**config.mk**
```make
export PLATFORM = sky130hd
export DESIGN_NAME = rx_serial_8n1
export DESIGN_NICKNAME = d
export VERILOG_FILES = /design/src/rtl/rx_serial_8n1.sv
export SDC_FILE = /design/constraint.sdc
export NUM_CORES = 1
export LEC_CHECK = 0
export BUFFER_PORTS_ARGS = -buffer_cell sky130_fd_sc_hd__buf_2
export CAP_MARGIN = 20
export CORE_AREA = 2 2 47 81
export CTS_CLUSTER_DIAMETER = 120
export DETAILED_ROUTE_END_ITERATION = 10
export DIE_AREA = 0 0 49 83
export MAX_ROUTING_LAYER = met4
export PLACE_DENSITY = 0.81
export RECOVER_POWER = 25
export SLEW_MARGIN = 20
export SYNTH_ARGS = -nofsm -noshare
export SYNTH_HDL_FRONTEND = slang
export SYNTH_SLANG_ARGS = --single-unit
```
**constraint.sdc**
```tcl
create_clock -name clock -period 4.5 [get_ports clock]
set_clock_uncertainty 0.05 [all_clocks]
set_input_delay 0.45 -clock clock [delete_from_list [all_inputs] [get_ports clock]]
set_output_delay 0.45 -clock clock [all_outputs]
set_load 0.01 [all_outputs]
```
**src/rtl/rx_serial_8n1.sv**
```systemverilog
// rx_serial_8n1: 8N1 serial receiver with mid-bit sampling and a one-cycle delivery pulse.
// Define RX_SERIAL_FRAME_CHECK_EN to gate delivery on the stop bit (erro pulse on a low stop bit).
module rx_serial_8n1 #(
    parameter int CLKS_PER_BIT = 5208
) (
    input  logic       clock,
    input  logic       reset,
    input  logic       entrada_serial,
    output logic [7:0] dados_ascii,
    output logic       pronto,
    output logic       ocupado,
    output logic       erro
);
`ifdef RX_SERIAL_FRAME_CHECK_EN
    localparam bit FRAME_CHECK = 1'b1;
`else
    localparam bit FRAME_CHECK = 1'b0;
`endif
    localparam logic [15:0] HALF_LAST = 16'(CLKS_PER_BIT / 2 - 1);
    localparam logic [15:0] BIT_LAST  = 16'(CLKS_PER_BIT - 1);
    typedef enum logic [2:0] {REPOUSO, INICIO, DADOS, PARADA, ENTREGA} state_t;
    state_t      state, state_n;
    logic        sync_meta, rx;
    logic [15:0] timer, timer_n;
    logic [2:0]  idx, idx_n;
    logic [7:0]  shift, shift_n, dados_n;
    logic        pronto_n, erro_n;
    always_ff @(posedge clock or negedge reset) begin
        if (!reset) begin
            sync_meta   <= 1'b1;
            rx          <= 1'b1;
            state       <= REPOUSO;
            timer       <= '0;
            idx         <= '0;
            shift       <= '0;
            dados_ascii <= '0;
            pronto      <= 1'b0;
            erro        <= 1'b0;
        end else begin
            sync_meta   <= entrada_serial;
            rx          <= sync_meta;
            state       <= state_n;
            timer       <= timer_n;
            idx         <= idx_n;
            shift       <= shift_n;
            dados_ascii <= dados_n;
            pronto      <= pronto_n;
            erro        <= erro_n;
        end
    end
    // pronto/erro are registered on the stop-bit sample, so they are high exactly during ENTREGA
    always_comb begin
        state_n  = state;
        timer_n  = timer + 16'd1;
        idx_n    = idx;
        shift_n  = shift;
        dados_n  = dados_ascii;
        pronto_n = 1'b0;
        erro_n   = 1'b0;
        case (state)
            REPOUSO: begin
                timer_n = '0;
                state_n = rx ? REPOUSO : INICIO;
            end
            INICIO: if (timer == HALF_LAST) begin
                timer_n = '0;
                idx_n   = '0;
                state_n = rx ? REPOUSO : DADOS;
            end
            DADOS: if (timer == BIT_LAST) begin
                timer_n = '0;
                shift_n = {rx, shift[7:1]};
                idx_n   = idx + 3'd1;
                state_n = (idx == 3'd7) ? PARADA : DADOS;
            end
            PARADA: if (timer == BIT_LAST) begin
                timer_n  = '0;
                state_n  = ENTREGA;
                pronto_n = rx || !FRAME_CHECK;
                erro_n   = FRAME_CHECK && !rx;
                dados_n  = pronto_n ? shift : dados_ascii;
            end
            ENTREGA: begin
                timer_n = '0;
                state_n = REPOUSO;
            end
            default: state_n = REPOUSO;
        endcase
    end
    assign ocupado = (state != REPOUSO);
endmodule

```
* Yosys cells after proc, flatten, opt, wreduce, memory -nomap -nowiden
Index checks and enable logic that the tools add are counted.
Storage, ports and cells: output and inout port bits 11, input bits 3, bits in registers 41
Cells by class: equal/unequal tests 10, reduce and logical (&&, ||, !) cells 9, add/sub/neg operators 2, mux-type cells 15
Operator list (number):
- $pmux 16 s3 | 1
- $mux 16 | 2
- $add 16x1->16 const B | 1
- $eq 16x12->1 const B | 1
- $eq 16x13->1 const B | 1
- $mux 3 | 5
- $pmux 3 s4 | 1
- $eq 3x2->1 const B | 2
- $eq 3x3->1 const B | 2
- $ne 2x2->1 const B | 3
- $pmux 3 s2 | 1
- $reduce_and 3->1 | 2
- $mux 1 | 4
- $reduce_and 2->1 | 2
- $reduce_or 2->1 | 2
- $add 3x1->3 const B | 1
- $eq 3x1->1 const B | 1
- $logic_not 3->1 | 1
- $reduce_bool 3->1 | 1
- $mux 2 | 1
- $reduce_bool 2->1 | 1

* Longest topological paths before layout
depth after elaboration 4, gate-level depth with buffers 6, gate-level depth less buffers 5

* Worst setup path before layout
OpenSTA, ideal clock, no wires.
path kind reg-to-reg, from reg timer[0], to reg idx[0], slack 2.660 ns, stages on the path, launching flop included 6, data required time 4.325 ns, arrival 1.665 ns, cell sequence dfrtp_1 -> ha_1 -> nor4b_4 -> nand4_4 -> o22ai_2 -> mux2_4
Between the ends: cells in the longest elaborated chain, start to end 3
RTL lines:
- start, declared | line 24 | logic [15:0] timer, timer_n;
- start signal, assigned | line 43 | timer <= timer_n;
- $eq 16x13->1 / $eq 16x12->1 (equally long branches) | line 70, 65
- $ne 2x2->1 (no source line)
- $reduce_and 3->1 (no source line) *
- end signal, assigned | line 44 | idx <= idx_n;
- end, declared | line 25 | logic [2:0] idx, idx_n;
Mark *: on every way between the ends. The rest lies on a longest branch, timed or not. A chain may end at the register's enable or synchronous reset.

* Worst setup path after layout
from reg timer[0], to reg timer[1]
Between the ends: cells in the longest elaborated chain, start to end 3
RTL lines:
- $add 16x1->16 (tied with other cells) | line 54 | timer_n = timer + 16'd1;
- $mux 16 (on tied branches) | line 70, 76, 65
- $pmux 16 s3 * | line 60 | case (state)
- net timer_n[1] | line 24
Mark *: on every way through the listed nets, which the timed path passes. The rest lies on a longest branch.

==> results_dict.tcl <==
set metrics [dict create \
    start_util_pct 61.9 \
    cts_hold_buf 0 \
    synth_area_leader_cell "dfrtp_1" \
    fmax_mhz 465 \
    rows 28 \
    postSynthCellCount 163 \
    ff_latch_area_um2 1030 \
    drtIter0Drc 19 \
    finalInstanceArea_um2 2290 \
    ff2ff_path_depth 5 \
    period_minus_slack_ns 2.15 \
    synth.top_cell.area_share_pct 46.4 \
    hold_class "input pin to flip-flop" \
    synth_seq_cells 41 \
    cts_tree "built" \
    drive_gt1_share_pct 32.8 \
    groute.usage.overall_pct 22.7 \
    numClockSinks 41 \
    synth_cell_types 42 \
    coreArea_um2 3400 \
    grt_use_met2_pct 39.9 \
    syn_avg_cell_area_um2 12.9 \
    n_antenna_cell 0 \
    nFillCells 261 \
    failed_checks "max-capacitance violations, max-slew violations" \
    synth_nets 170 \
    wirelength_mm 3.76 \
    vias_per_cell 5.77 \
    ant_nets 0 \
    vias 1281 \
    multi_input_area_um2 1010 \
    status "finished, violations left" \
    die_x_um 49 \
    relSlewSlack_pct -40.5 \
    cp.required_ns 4.59 \
    port_buffers 12 \
    tightest_slew_ns 2.11 \
    critPathLaunchType "flip-flop" \
    rsz0062_at_grt "false" \
    yosysWarnings 0 \
    synth_edf_count 0 \
    hold_viol 0 \
    die_h_um 83 \
    globalRouteMet1Util_pct 23.4 \
    nets 183 \
    placed_cell_area_um2 2180 \
    finalCritPeriodShare_pct 47.8 \
    grt_pass1_vias 1400 \
    setup-violations-final 0 \
    cts_max_level 2 \
    drc 0 \
    numCtsBuffers 5 \
    peakVddDrop_v 0.000300 \
    ys_seq_area_share_pct 48.9 \
    grt_use_met3_pct 5.58 \
    dp.cells 214 \
    root_buffer "clkbuf_8" \
    post-cts-setup-buffers 0 \
    layout.cells.non_filler 222 \
    die-area_um2 4070 \
    tns_ns 0 \
    grt-busiest-layer "met2" \
    antenna_found_initial 0 \
    clk_latency_ns 0.31 \
    firstDrtPassIters 4 \
    wl_per_cell_um 16.9 \
    synth_flop_cell "dfrtp_1" \
    holdPathStages 1 \
    crit_fanout 17 \
    place_hpwl_mm 2.67 \
    grt_first_pass_wirelength_mm 6.72 \
    clk_pin_slew_worst_paths_ns 0.08 \
    path_class "flip-flop to flip-flop" \
    post_cts_resized 0 \
    io_pins 14 \
    slew_violations 42 \
    syn-cell-area_um2 2100 \
    ys_top_cells_by_area "dfrtp_1, mux2_4, xnor2_1" \
    p_per_area_nw_per_um2 293 \
    area_growth_pct 8.68 \
    r2r_slack_ns 2.35 \
    p_leak_uw 0.00103 \
    synth_async_sr_flop_share_pct 100 \
    gp_congestion 0.940 \
    cap_violations 1 \
    grt.overflow.total 0 \
    clock_path_buffers 2 \
    arrival_ns 2.25 \
    end_kind "flip-flop" \
    grt_max_degree 42 \
]
[per-layer routing]
layer | wire, um | vias to the layer above | share of wire (%)
li1 | - | 603 | -
met1 | 1380 | 647 | 37
met2 | 2180 | 25 | 58
met3 | 126 | 6 | 3.4
met4 | 74 | 0 | 2.0
met5 | 0 | - | 0
[report_power, final]
| group | switching [uW] | internal, uW | total (uW) |
|---|---|---|---|
| sequential | 0.600 | 370 | 370 |
| clock | 127 | 165 | 292 |
| combinational | 7.41 | 0.925 | 8.34 |
[final timing paths]
| kind | startpoint | end |
|---|---|---|
| max | timer[0] | timer[1] |
| min | entrada_serial | sync_meta |
| max in group asynchronous | reset | timer[2] |
| min reg2reg | sync_meta | rx |
| min in group asynchronous | reset | dados_ascii[6] |
| max reg2reg | timer[0] | timer[1] |
[worst max-delay path, stage by stage, from the launching register on]
cell	delay [ns]
dfrtp_1	0.41
ha_1	0.19
nor4b_4	0.29
nand4_4	0.29
a2bb2oi_4	0.58
a21boi_0	0.17
[cell families after synthesis]
logic type / share of synthesized area (%)
other: 0.178
buffers and inverters: 2.97
AOI/OAI and AO/OA: 8.92
and+or+nand+nor: 17.8
xor gates and xnor gates: 5.83
adders and majority gates: 2.38
muxes: 13.1
DFF: 48.9
[metrics by stage]
| stage | power (uW) | setup WS (ns) | util, % | hold slack [ns] |
|---|---|---|---|---|
| 3_5_place_dp | 387 | 2.38 | 64.2 | 0.302 |
| 3_3_place_gp | 386 | 2.44 | 64.2 | 0.298 |
| 6_report | 671 | 2.35 | 67.3 | 0.189 |
| 5_1_grt | 694 | 1.97 | 67.3 | 0.179 |
| 4_1_cts | 676 | 2.35 | 67.3 | 0.184 |
| 2_1_floorplan | 379 | 2.66 | - | 0.104 |
[state kept, by name (all words and copies together), names as in the netlist]
name	flops
idx	3
dados_ascii	8
pronto	1
state	3
rx	1
shift	8
sync_meta	1
timer	16
[cell type report]
class	count	area share (%)
flip-flops and latches	41	45.0
clock buffers	6	3.17
repair buffers	13	2.90
inverters	4	0.656
well taps	45	2.46
clock inverters	2	1.53
multi-input cells	111	44.3
[placed cells by master, fill, tap and decap left out, types with 5 or more instances in the layout]
| master | instances |
|---|---|
| a21oi_1 | 5 |
| nor3_1 | 5 |
| nor2_1 | 8 |
| nand2_1 | 8 |
| mux2_4 | 17 |
| buf_2 | 11 |
| dfrtp_1 | 39 |
| clkbuf_8 | 5 |
| nand4_1 | 6 |
| xnor2_1 | 12 |
| a21oi_2 | 10 |
[cell usage after synthesis (all sizes together) (2+ instances only)]
master / n
a2bb2oi: 2
dfrtp: 39
nor3b: 2
a21oi: 15
nor4b: 3
nand4: 7
nand2: 8
ha: 4
nor2: 10
dfstp: 2
nor2b: 2
mux2i: 2
nor3: 5
and4b: 2
nor4: 4
xor2: 2
buf: 5
clkbuf: 2
inv: 4
xnor2: 12
nand3: 3
mux2: 17
Note: power is estimated with default switching activity, not from simulation.
